## src/rtl/spi_txq.sv

```systemverilog
`timescale 1ns/1ps
// spi_txq: CPU-posted transmit FIFO that feeds the SPI output driver one word
// per start pulse, issuing a start only while the driver's chip-select is idle.
module spi_txq #(
  parameter int DEPTH   = 16,
  parameter int AW      = 4,
  parameter int ACK_TMO = 3
) (
  input  logic        clk,
  input  logic        reset_n,
  input  logic        wr,
  input  logic [9:0]  wdata,
  input  logic        flush,
  input  logic        clr_ovf,
  input  logic        spi_cs_n,
  output logic        spi_start,
  output logic [9:0]  spi_din,
  output logic [31:0] status,
  output logic        empty,
  output logic        full
);
  localparam int            TW       = (ACK_TMO > 1) ? $clog2(ACK_TMO) : 1;
  localparam logic [AW:0]   CNT_FULL = (AW+1)'(DEPTH);
  localparam logic [TW-1:0] TMO_LAST = TW'(ACK_TMO - 1);

  typedef enum logic [2:0] {IDLE, ISSUE, HOLD, ACK, DONE} state_t;

  state_t        r_state, w_state_nxt;
  logic [9:0]    r_mem [DEPTH];
  logic [AW-1:0] r_wptr, r_rptr;
  logic [AW:0]   r_count, w_count_nxt;
  logic          r_empty, r_full, r_ovf;
  logic          r_start, w_start_nxt;
  logic [9:0]    r_din, w_din_nxt;
  logic [TW-1:0] r_tmo, w_tmo_nxt;
  logic [31:0]   r_status;
  logic          w_pop, w_push, w_drop;

  // A pop is only ever taken on the IDLE->ISSUE edge, so a full queue can
  // still accept a word on that same edge.
  assign w_pop  = (r_state == IDLE) && !r_empty && spi_cs_n;
  assign w_push = wr && !flush && (!r_full || w_pop);
  assign w_drop = wr && r_full && !w_pop;

  always_comb begin
    w_count_nxt = r_count;
    if (flush)                 w_count_nxt = '0;
    else if (w_push && !w_pop) w_count_nxt = r_count + 1'b1;
    else if (w_pop && !w_push) w_count_nxt = r_count - 1'b1;
  end

  always_ff @(posedge clk or negedge reset_n) begin
    if (!reset_n) begin
      r_wptr  <= '0;
      r_rptr  <= '0;
      r_count <= '0;
      r_empty <= 1'b1;
      r_full  <= 1'b0;
      r_ovf   <= 1'b0;
    end else begin
      if (flush) begin
        r_wptr <= '0;
        r_rptr <= '0;
      end else begin
        if (w_push) r_wptr <= r_wptr + 1'b1;
        if (w_pop)  r_rptr <= r_rptr + 1'b1;
      end
      r_count <= w_count_nxt;
      r_empty <= (w_count_nxt == '0);
      r_full  <= (w_count_nxt == CNT_FULL);
      if (w_drop)       r_ovf <= 1'b1;
      else if (clr_ovf) r_ovf <= 1'b0;
    end
  end

  always_ff @(posedge clk or negedge reset_n) begin
    if (!reset_n) begin
      for (int i = 0; i < DEPTH; i++) r_mem[i] <= '0;
    end else if (w_push) begin
      r_mem[r_wptr] <= wdata;
    end
  end

  always_ff @(posedge clk or negedge reset_n) begin
    if (!reset_n) begin
      r_state  <= IDLE;
      r_start  <= 1'b0;
      r_din    <= '0;
      r_tmo    <= '0;
      r_status <= 32'h0000_0100;
    end else begin
      r_state  <= w_state_nxt;
      r_start  <= w_start_nxt;
      r_din    <= w_din_nxt;
      r_tmo    <= w_tmo_nxt;
      r_status <= {20'd0, r_ovf, (r_state != IDLE), r_full, r_empty, 8'(r_count)};
    end
  end

  // Power-on commands never see chip-select drop, so they skip the ack wait.
  always_comb begin
    w_state_nxt = r_state;
    case (r_state)
      IDLE:    if (w_pop) w_state_nxt = ISSUE;
      ISSUE:   w_state_nxt = r_din[9] ? HOLD : ACK;
      HOLD:    w_state_nxt = IDLE;
      ACK:     if (!spi_cs_n)            w_state_nxt = DONE;
               else if (r_tmo == TMO_LAST) w_state_nxt = IDLE;
      DONE:    if (spi_cs_n) w_state_nxt = IDLE;
      default: w_state_nxt = IDLE;
    endcase
  end

  always_comb begin
    w_start_nxt = w_pop;
    w_din_nxt   = w_pop ? r_mem[r_rptr] : r_din;
    w_tmo_nxt   = r_tmo;
    if (r_state == ISSUE)    w_tmo_nxt = '0;
    else if (r_state == ACK) w_tmo_nxt = r_tmo + 1'b1;
  end

  assign spi_start = r_start;
  assign spi_din   = r_din;
  assign status    = r_status;
  assign empty     = r_empty;
  assign full      = r_full;
endmodule

```

## config.mk

```make
export PLATFORM = sky130hd
export DESIGN_NAME = spi_txq
export DESIGN_NICKNAME = d
export VERILOG_FILES = /design/src/rtl/spi_txq.sv
export SDC_FILE = /design/constraint.sdc
export NUM_CORES = 1
export LEC_CHECK = 0
export CORE_ASPECT_RATIO = 0.5
export CORE_MARGIN = 1.5
export CORE_UTILIZATION = 59
export DETAILED_ROUTE_END_ITERATION = 8
export PLACE_DENSITY = 0.8
export SYNTH_ARGS = -nofsm -noshare
export SYNTH_HDL_FRONTEND = slang
export SYNTH_SLANG_ARGS = --single-unit
```

## constraint.sdc

```tcl
create_clock -name clk -period 2.6 [get_ports clk]
set_input_delay 0.39 -clock clk [delete_from_list [all_inputs] [get_ports clk]]
set_output_delay 0.39 -clock clk [all_outputs]
set_load 0.05 [all_outputs]
```

# ---- Word-level counts from Yosys, hierarchy flattened
# Cells that the tools add are included.
dict set report word_totals {
  out_inout_bits 45
  register_bits 201
  wordCells 91
}
dict set report op_classes {
  n_lt_le_gt_ge 3
  n_reduce_logical 23
  mux 23
  eq_ne 8
  addsub 5
  bitwise_logic 2
}
# operator count
set ops {}
lappend ops {{$bwmux W160} 1}
lappend ops {{$bmux W10 S4} 1}
lappend ops {{$demux W10 S4} 1}
lappend ops {{$mux W10} 3}
lappend ops {{$mux W4} 4}
lappend ops {{$mux W5} 3}
lappend ops {{$mux W3} 4}
lappend ops {{$pmux W3 S4} 1}
lappend ops {{$ge A5 B5 Y1 const B} 2}
lappend ops {{$not A4 Y5} 2}
lappend ops {{$logic_and A1 B1 Y1} 9}
lappend ops {{$add A4 B1 Y4 const B} 2}
lappend ops {{$reduce_bool A2 Y1} 4}
lappend ops {{$add A5 B1 Y5 const B} 1}
lappend ops {{$eq A5 B5 Y1 const B} 1}
lappend ops {{$logic_not A1 Y1} 5}
lappend ops {{$logic_not A5 Y1} 1}
lappend ops {{$lt A5 B1 Y1 const B} 1}
lappend ops {{$sub A5 B1 Y5 const B} 1}
lappend ops {{$mux W2} 2}
lappend ops {{$ne A2 B2 Y1 const B} 2}
lappend ops {{$eq A3 B1 Y1 const B} 1}
lappend ops {{$eq A3 B2 Y1 const B} 1}
lappend ops {{$eq A3 B3 Y1 const B} 1}
lappend ops {{8 further kinds} 10}

# ---- Longest topological paths before layout
# Gate-level depths: netlist of run 1.
dict set report depth {
  ltp_word 11
  ltp_mapped 7
  ltp_nobuf 7
}

# ---- Worst setup path before layout of run 1
# Ideal clock, no wire load.
dict set report synth_timing {
  path_type {reg-to-reg}
  start {reg r_state[1]}
  end {reg r_mem[19] (netlist name)}
  path_slack_ns 0.462
  setup_time_ns 0.125
  stages_incl_launch_ff 7
  n_path_buf 0
  arrival_time_ns 2.014
  path_cell_list {dfrtp_1 -> nor3_4 -> inv_1 -> o21ai_4 -> nand3_4 -> nor2_2 -> mux2_2}
}
dict set report synth_between {
  elab_chain_len 5
}
# element line
set synth_lines {}
lappend synth_lines {{start: declaration} 28} ;# state_t r_state, w_state_nxt;
lappend synth_lines {{start signal: assignment} 92} ;# r_state <= w_state_nxt;
lappend synth_lines {{$logic_not A3 Y1} 41} ;# assign w_pop = (r_state == IDLE) && !r_empty && spi_cs_n;
lappend synth_lines {{$logic_and A1 B1 Y1 (2 in series)} 41}
lappend synth_lines {{$logic_or A1 B1 Y1} 42} ;# assign w_push = wr && !flush && (!r_full || w_pop);
lappend synth_lines {{$logic_and A1 B1 Y1} 42}
lappend synth_lines {{end signal: indexed assignment} 80} ;# r_mem[r_wptr] <= wdata;
lappend synth_lines {{end: declaration} 29} ;# logic [9:0] r_mem [DEPTH];
# Every way passes these cells.
# A chain may end at the register's enable or synchronous reset.

# ---- Worst setup path in the final report of run 1
dict set report layout_timing {
  start {reg r_state[2]}
  end {reg r_mem[99] (netlist name)}
}
# Same word-level chain as after synthesis.

==> results by group, run 1 <==
Pwr
  – Share of total power in sequential cells: 44.6%
  – Switching power as a share of total power: a little under a third
  – Post-layout power: around 9 mW
  – Leakage power figure: ~4.9 nW
  – Maximum ir drop on the vdd rail: 0.000445 V
  – Clock power frac: just under 30%
  – Switch Pwr: roughly 2.7 mW
  – Combinational fraction of design power: between 20% and 30%
  – Internal power of the cells: between 5 and 6 mW
  – Power density normalized to cell area: between 800 and 900 nW/um2

Timing
  – Count of endpoints failing hold in the final timing report: 0
  – Slew headroom: between 60% and 70%
  – Actual transition at the worst max-transition pin: approximately 0.59 ns
  – Number of setup violations in the final report: 0
  – Final clock skew: 0.0176 ns
  – Fmax achieved: 0.432 GHz
  – RSZ-0062 raised after global routing: no
  – Final Max Tran Viols: 0
  – Share of the clock period used by the worst path after layout: between 80% and 90%
  – Minimum clock period after layout: about 2.3 ns
  – Aggregate negative setup slack: 0 ns

Global routing
  – Pin count of the biggest net entering global routing: 64
  – First-pass GRT wire length: roughly 32 mm
  – Grt ovf: 0
  – Vias in the first global route: approximately 5600
  – GR Util All Layers: roughly a quarter
  – Antenna violations before repair: 0

Die
  – Die width: 180 um
  – Die Height: approximately 92 um
  – Total number of placement rows: 32
  – Initial standard-cell utilization of the core: 60.3%
  – I/O pin count: just over 60
  – Overall die area: approximately 17000 um2
  – Core outline area: 15400 um2

Critical path
  – Data required time at the worst endpoint: between 2 and 3 ns
  – Sort of element at the start of the critical path: flip-flop
  – Max stage delay cell, worst path: sky130_fd_sc_hd__dfrtp_1
  – Type of element capturing the critical path: flip-flop
  – Type of the setup path with the least slack: flip-flop to flip-flop
  – Peak fanout along the critical path: 6
  – Slowest Stage Delay on Critical Path: approximately 0.44 ns
  – CP arrival: about 2.7 ns
  – Cell-by-cell trace of the critical path: nor3_4, inv_1, o21ai_4, nand3_4, nor2_2, buf_4, mux2_2

Synthesis
  – Gate Count Post-Synth: 620
  – Most instantiated flip-flop cell in the synthesis netlist: sky130_fd_sc_hd__dfrtp_1
  – Fraction of registers with async set or reset after synthesis: 100%
  – Post-synthesis instance area: slightly above 9000 um2
  – Number of synthesized register bits: between 200 and 250
  – Number of distinct library cells after synthesis: between 40 and 50
  – Synthesis warning total: 0
  – Number of enable-type register cells in the synthesized netlist: 0
  – Post-synthesis area per instance: 14.9 um2
  – Part of the Yosys area used for sequential elements: between 50 and 60%

Route
  – Count of TritonRoute iterations in the first routing pass: 9
  – Per-cell via count in the routed design: roughly 6.1
  – Routed Antenna Nets: 0
  – Via total after detailed routing: approximately 5500
  – DRT iter0 DRCs: approximately 310
  – Total wire length: 19.8 mm
  – Mean routed wirelength per cell: 22.0 um
  – Post-detailed-route DRC marker count: 9

Final layout
  – Net count reported at finish: 705
  – Post-route design area: about 11000 um2
  – Layout filler cell count: just under 1000
  – N_diodes: 0
  – Share of cells above drive strength 1: 41.8%
  – Area growth from synthesis to layout: 15.4%

Run status
  – Violated checks: DRC
  – Status: finished with violations

Clock network
  – Clock latency on the worst-skew pair: 0.49 ns
  – Number of gates given a new drive strength after cts: 0
  – Post-CTS Setup Bufs: 0
  – Clk buf depth: 3
  – Total number of H-tree levels: 1
  – Clock tree root driver cell: sky130_fd_sc_hd__clkbuf_16
  – TritonCTS clock tree: yes
  – Cts hold-fix bufs: 1
  – Number of buffers inserted during clock tree synthesis: 19
  – Clock transition at path regs: approximately 0.070 ns
  – Number of sinks on the clock net: between 200 and 250

Placed design
  – Routability congestion estimate: 0.814
  – I/O Buffers: 37
  – Post-DP HPWL: around 12 mm
  – Post-placement cell area: a little over 10000 um2

Run
  – Number of max-cap violations: 0

Worst hold path
  – Hold crit path type: flip-flop to flip-flop
## worst max-delay path, delay by kind of cell (launching register included)
kind	cells	cell delay, ns
AND/OR/NAND/NOR	3	0.64
flip-flops	1	0.44
AO/OA/AOI/OAI	1	0.37
multiplexers	1	0.35
buffers and inverters	2	0.41
## through the flow
stage,hold WS [ns],cells,util [%],worst slack [ns]
after floorplan,0.0944,642,-,0.462
after global placement,0.356,863,65.9,0.187
after detailed placement,0.358,863,65.9,0.165
after CTS,0.393,897,69.5,0.299
after global routing,0.399,897,69.5,0.161
final,0.387,897,69.5,0.287
## layout make-up
class	count	area, um2	share of cell area, %
Clock buffer	31	541	5.06
Clock inverter	2	13.8	0.129
Inverter	11	41.3	0.386
Multi-Input combinational cell	375	3970	37.1
Sequential cell	201	5030	47.1
Tap cell	204	255	2.39
Timing Repair Buffer	73	835	7.81
## registers in the layout, indices dropped and copies added (netlist names)
| register | count |
|---|---|
| r_rptr | 4 |
| r_state | 3 |
| empty | 1 |
| r_count | 5 |
| r_tmo | 2 |
| spi_start | 1 |
| spi_din | 10 |
| r_wptr | 4 |
| full | 1 |
| r_ovf | 1 |
| status | 9 |
| r_mem | 160 |
## cell usage after synthesis, types with 2 or more instances
| master | count | share of area (%) |
|---|---|---|
| sky130_fd_sc_hd__nor2b_1 | 4 | 0.27 |
| sky130_fd_sc_hd__o22ai_1 | 10 | 0.68 |
| sky130_fd_sc_hd__dfstp_2 | 2 | 0.57 |
| sky130_fd_sc_hd__a21o_1 | 9 | 0.73 |
| sky130_fd_sc_hd__mux4_2 | 40 | 9.7 |
| sky130_fd_sc_hd__mux2i_1 | 22 | 2.4 |
| sky130_fd_sc_hd__nand3_1 | 3 | 0.16 |
| sky130_fd_sc_hd__o21ai_0 | 4 | 0.22 |
| sky130_fd_sc_hd__nor2_1 | 11 | 0.45 |
| sky130_fd_sc_hd__buf_1 | 2 | 0.081 |
| sky130_fd_sc_hd__nand2_1 | 12 | 0.49 |
| sky130_fd_sc_hd__nand3_4 | 4 | 0.76 |
| sky130_fd_sc_hd__nor2_2 | 12 | 0.81 |
| sky130_fd_sc_hd__a2111oi_0 | 2 | 0.19 |
| sky130_fd_sc_hd__xnor2_1 | 2 | 0.19 |
| sky130_fd_sc_hd__a21oi_1 | 5 | 0.27 |
| sky130_fd_sc_hd__nand2b_1 | 8 | 0.54 |
| sky130_fd_sc_hd__clkbuf_1 | 24 | 0.97 |
| sky130_fd_sc_hd__ha_1 | 8 | 1.1 |
| sky130_fd_sc_hd__nand3b_1 | 2 | 0.16 |
| sky130_fd_sc_hd__buf_2 | 5 | 0.27 |
| sky130_fd_sc_hd__nor4_1 | 3 | 0.20 |
| sky130_fd_sc_hd__inv_1 | 10 | 0.41 |
| sky130_fd_sc_hd__xor2_1 | 4 | 0.38 |
| sky130_fd_sc_hd__nor3_1 | 3 | 0.16 |
| sky130_fd_sc_hd__nor3_4 | 5 | 0.88 |
| sky130_fd_sc_hd__dfrtp_1 | 199 | 54 |
| sky130_fd_sc_hd__mux2_2 | 162 | 20 |
| sky130_fd_sc_hd__buf_4 | 24 | 1.9 |
## cells by family (layout without fill, tap and decap cells)
| logic type | after synthesis | after routing | synth area share [%] |
|---|---|---|---|
| mux | 224 | 224 | 31.8 |
| fa+ha+maj | 8 | 8 | 1.08 |
| xor+xnor | 6 | 6 | 0.567 |
| buf+inv | 66 | 117 | 3.71 |
| compound gates | 39 | 39 | 2.99 |
| flops | 201 | 201 | 54.3 |
| other cells | 1 | 23 | 0.0405 |
| simple gates | 75 | 75 | 5.50 |
## metal layers
layer	vias to the layer above	global-route usage, %	part of all wire, %
met3	25	4.25	5.2
met2	168	41.0	48
met1	2915	36.2	45
met5	-	0	0
li1	2346	-	-
met4	0	4.62	1.4
## worst paths after layout
path / endpoint / startpoint / slack [ns] / cells after the start
hold reg to reg: status[11]$_DFF_PN0_ / r_ovf$_DFFE_PN0P_ / 0.39 / 0
setup / recovery: r_mem[99]$_DFFE_PN0P_ / r_state[2]$_DFFE_PN0P_ / 0.29 / 7
setup reg to reg: r_mem[99]$_DFFE_PN0P_ / r_state[2]$_DFFE_PN0P_ / 0.29 / 7
hold / removal: status[11]$_DFF_PN0_ / r_ovf$_DFFE_PN0P_ / 0.39 / 0
min in group asynchronous: r_mem[49]$_DFFE_PN0P_ / reset_n / 0.40 / 2
max in group asynchronous: spi_din[5]$_DFFE_PN0P_ / reset_n / 1.40 / 3
## power by group through the flow
stage | registers [mW] | logic [mW] | clock network [mW]
2_1_floorplan | 4.27 | 1.23 | 0
3_3_place_gp | 3.91 | 2.21 | 0
3_5_place_dp | 3.95 | 2.27 | 0
4_1_cts | 3.90 | 2.29 | 2.60
5_1_grt | 3.96 | 2.42 | 2.73
6_report | 3.90 | 2.27 | 2.57
## cells in the final DEF (no fill, tap or decap), types with 5 or more instances in the layout
cell and count:
sky130_fd_sc_hd__nor2_1 11, sky130_fd_sc_hd__nand2b_1 8, sky130_fd_sc_hd__a21oi_1 5, sky130_fd_sc_hd__buf_12 15, sky130_fd_sc_hd__nor3_4 5, sky130_fd_sc_hd__o22ai_1 10, sky130_fd_sc_hd__ha_1 8, sky130_fd_sc_hd__buf_4 20
sky130_fd_sc_hd__inv_1 10, sky130_fd_sc_hd__mux2i_1 22, sky130_fd_sc_hd__mux2_2 162, sky130_fd_sc_hd__conb_1 23, sky130_fd_sc_hd__a21o_1 9, sky130_fd_sc_hd__nand2_1 12, sky130_fd_sc_hd__clkdlybuf4s50_1 36, sky130_fd_sc_hd__nor2_2 12
sky130_fd_sc_hd__mux4_2 40, sky130_fd_sc_hd__clkbuf_1 10, sky130_fd_sc_hd__clkbuf_16 19, sky130_fd_sc_hd__dfrtp_1 197
Note: power is estimated with default switching activity, not from simulation.
==> run 2, diff against run 1 <==
CAP_MARGIN = 40   (was unset)
CELL_PAD_IN_SITES_DETAIL_PLACEMENT = 0   (was unset)
CELL_PAD_IN_SITES_GLOBAL_PLACEMENT = 1   (was unset)
CORE_UTILIZATION = 50   (was 59)
RECOVER_POWER = 100   (was unset)
==> run 2 against run 1 <==
  * The flow now finishes without violations
  * Via count is 1.6% lower
  * Core utilization decreased by 9.0 points
  * Maximum frequency down 3.5%
  * Design area increased by 0.50%
  * Clock skew fell by 0.0015 ns
  * Sequential power down 1%
  * Clock power grew 16%
  * First-iteration DRC count rose by 7.7%
  * Register-to-register slack lost 0.08 ns
  * Cell count is 3.9% higher
  * Largest power group unchanged
  * Highest routed layer unchanged
==> results by group, run 2 (synthesis results as in run 1) <==
Route
  – Total wire length: 20.0 mm (was 19.8 mm)
  – Via total after detailed routing: 5367 (was 5454)
  – Post-detailed-route DRC marker count: 0 (was 9)
  – Count of TritonRoute iterations in the first routing pass: 4 (was 9)
  – Routed Antenna Nets: 0 (unchanged)
  – DRT iter0 DRCs: 337 (was 313)
  – Mean routed wirelength per cell: 21.5 um (was 22.0 um)
  – Per-cell via count in the routed design: 5.76 (was 6.08)

Global routing
  – GR Util All Layers: 22.0% (was 25.1%)
  – Pin count of the biggest net entering global routing: 57 (was 64)
  – Antenna violations before repair: 0 (unchanged)
  – Grt ovf: 0 (unchanged)
  – Vias in the first global route: 5682 (was 5629)
  – First-pass GRT wire length: 32.7 mm (was 31.7 mm)

Timing
  – RSZ-0062 raised after global routing: no (unchanged)
  – Share of the clock period used by the worst path after layout: 92.2% (was 88.9%)
  – Final Hold Slack: 0.386 ns (was 0.387 ns)
  – Fmax achieved: 0.417 GHz (was 0.432 GHz)
  – Final clock skew: 0.0161 ns (was 0.0176 ns)
  – Minimum clock period after layout: 2.40 ns (was 2.31 ns)
  – Count of endpoints failing hold in the final timing report: 0 (unchanged)
  – Number of setup violations in the final report: 0 (unchanged)
  – Worst-case setup margin in the final layout: 0.204 ns (was 0.287 ns)
  – Final Max Tran Viols: 0 (unchanged)
  – Slew headroom: 4.08% (was 60.8%)
  – Actual transition at the worst max-transition pin: 1.44 ns (was 0.586 ns)
  – Aggregate negative setup slack: 0 ns (unchanged)

Critical path
  – Sort of element at the start of the critical path: flip-flop (unchanged)
  – Number of cells on the worst reg-to-reg path: 7 (unchanged)
  – Reg2Reg Capture Point: r_mem[144]$_DFFE_PN0P_ (was r_mem[99]$_DFFE_PN0P_)
  – Launch point of the critical path: r_state[1]$_DFFE_PN0P_ (was r_state[2]$_DFFE_PN0P_)
  – Max stage delay cell, worst path: sky130_fd_sc_hd__dfrtp_1 (unchanged)
  – Worst setup path endpoint: r_mem[144]$_DFFE_PN0P_ (was r_mem[99]$_DFFE_PN0P_)
  – Data required time at the worst endpoint: 2.96 ns (was 2.97 ns)
  – Start of the worst register-to-register path: r_state[1]$_DFFE_PN0P_ (was r_state[2]$_DFFE_PN0P_)
  – Type of element capturing the critical path: flip-flop (unchanged)
  – Slowest Stage Delay on Critical Path: 0.45 ns (was 0.44 ns)
  – Type of the setup path with the least slack: flip-flop to flip-flop (unchanged)
  – Cell-by-cell trace of the critical path: nor3_4, inv_1, o21ai_4, nand3_4, nor3_1, buf_12, mux2_2 (was nor3_4, inv_1, o21ai_4, nand3_4, nor2_2, buf_4, mux2_2)
  – Peak fanout along the critical path: 10 (was 6)
  – CP arrival: 2.76 ns (was 2.68 ns)
  – Internal reg-to-reg setup slack: 0.20 ns (was 0.29 ns)

Final layout
  – Net count reported at finish: 709 (was 705)
  – Most common library cell in the layout ignoring fill and taps: sky130_fd_sc_hd__dfrtp_1 (unchanged)
  – Commonest non-fill, non-tap cells in the layout: sky130_fd_sc_hd__dfrtp_1 (197), sky130_fd_sc_hd__mux2_2 (160), sky130_fd_sc_hd__mux4_2 (40) (was sky130_fd_sc_hd__dfrtp_1 (197), sky130_fd_sc_hd__mux2_2 (162), sky130_fd_sc_hd__mux4_2 (40))
  – Layout filler cell count: 1344 (was 985)
  – Area growth from synthesis to layout: 16.0% (was 15.4%)
  – Share of cells above drive strength 1: 40.0% (was 41.8%)
  – N_diodes: 0 (unchanged)
  – Largest register FFs: 160 (unchanged)
  – Footprint of the flip-flops and latches: 5030 um2 (unchanged)
  – Most flop-heavy register: r_mem (unchanged)
  – Area occupied by multi-input gates: 3920 um2 (was 3970 um2)

Clock network
  – TritonCTS clock tree: yes (unchanged)
  – Number of sinks on the clock net: 201 (unchanged)
  – Clk buf depth: 3 (unchanged)
  – Clock tree root driver cell: sky130_fd_sc_hd__clkbuf_16 (unchanged)
  – Clock transition at path regs: 0.07 ns (about the same)
  – Total number of H-tree levels: 1 (unchanged)
  – Post-CTS Setup Bufs: 0 (unchanged)
  – Number of gates given a new drive strength after cts: 0 (unchanged)
  – Clock latency on the worst-skew pair: 0.50 ns (was 0.49 ns)
  – Number of buffers inserted during clock tree synthesis: 19 (unchanged)

Placed design
  – I/O Buffers: 37 (unchanged)
  – Worst slack after detailed placement: 0.122 ns (was 0.165 ns)
  – Routability congestion estimate: 0.801 (was 0.814)
  – Post-DP HPWL: 12.9 mm (was 12.4 mm)

Run status
  – Status: complete, no violations (was finished with violations)

Die
  – Total number of placement rows: 34 (was 32)
  – Overall die area: 19400 um2 (was 16500 um2)
  – Initial standard-cell utilization of the core: 52.2% (was 60.3%)
  – I/O pin count: 61 (unchanged)
  – Core outline area: 17700 um2 (was 15400 um2)
  – Die width: 196 um (was 180 um)
  – Die Height: 99.3 um (was 91.6 um)

Run
  – Number of max-cap violations: 0 (unchanged)

Worst hold path
  – Worst hold path cell count: 0 (unchanged)
  – Hold crit path type: flip-flop to flip-flop (unchanged)

Pwr
  – Leakage power figure: 4.95 nW (was 4.86 nW)
  – Power density normalized to cell area: 842 nW/um2 (was 818 nW/um2)
  – Maximum ir drop on the vdd rail: 0.000444 V (was 0.000445 V)
run 2: area by class of cell:
| cell class | instances | area share (%) |
|---|---|---|
| Inverter | 11 | 0.384 |
| Clock buffer | 28 | 5.21 |
| Multi-Input combinational cell | 375 | 36.5 |
| Clock inverter | 6 | 1.04 |
| Timing Repair Buffer | 77 | 7.32 |
| Tap cell | 234 | 2.73 |
| Sequential cell | 201 | 46.9 |
run 2: repair_timing:
| item | CTS | global route |
|---|---|---|
| endpoints found under the setup margin | 0 | 0 |
| hold buffers | 1 | 0 |
| endpoints found under the hold margin | 51 | 0 |
run 2: how the worst min path moves through the flow:
stage / startpoint / to / slack, ns
2_1_floorplan: reset_n / full$_DFF_PN0_ / 0.09
3_3_place_gp: r_ovf$_DFFE_PN0P_ / status[11]$_DFF_PN0_ / 0.36
3_5_place_dp: r_ovf$_DFFE_PN0P_ / status[11]$_DFF_PN0_ / 0.37
4_1_cts: empty$_DFF_PN1_ / status[8]$_DFF_PN1_ / 0.38
5_1_grt: empty$_DFF_PN1_ / status[8]$_DFF_PN1_ / 0.40
6_report: r_ovf$_DFFE_PN0P_ / status[11]$_DFF_PN0_ / 0.39
run 2: through the flow:
step                      instance area (um2)  cells  total power, mW  util [%]
after floorplan                          9350    642             5.50         -
after global placement                  10200    897             6.17      57.3
after detailed placement                10200    897             6.22      57.3
after CTS                               10800    932             9.20      61.1
after global routing                    10700    932             9.48      60.6
final                                   10700    932             9.04      60.6
run 2: critical path, delay by kind of cell, from the launching register on:
kind                   cells  cell delay (ns)
AND/OR/NAND/NOR            3             0.73
flip-flops                 1             0.45
buffers and inverters      2             0.39
AO/OA/AOI/OAI              1             0.37
multiplexers               1             0.34
run 2: power by group:
part	total (mW)	internal (mW)	leakage, nW	switching, mW
Sequential	3.86	3.59	2.71	0.269
Combinational	2.20	0.913	1.92	1.29
Clock	2.98	1.80	0.326	1.19
run 2: layer usage:
| layer | share of wire, % | global-route usage (%) | up-vias | wire length, um |
|---|---|---|---|---|
| li1 | - | - | 2364 | - |
| met1 | 47 | 31.8 | 2846 | 9330 |
| met2 | 46 | 35.1 | 138 | 9180 |
| met3 | 6.4 | 4.34 | 19 | 1270 |
| met4 | 1.2 | 4.53 | 0 | 234 |
| met5 | 0 | 0 | - | 0 |
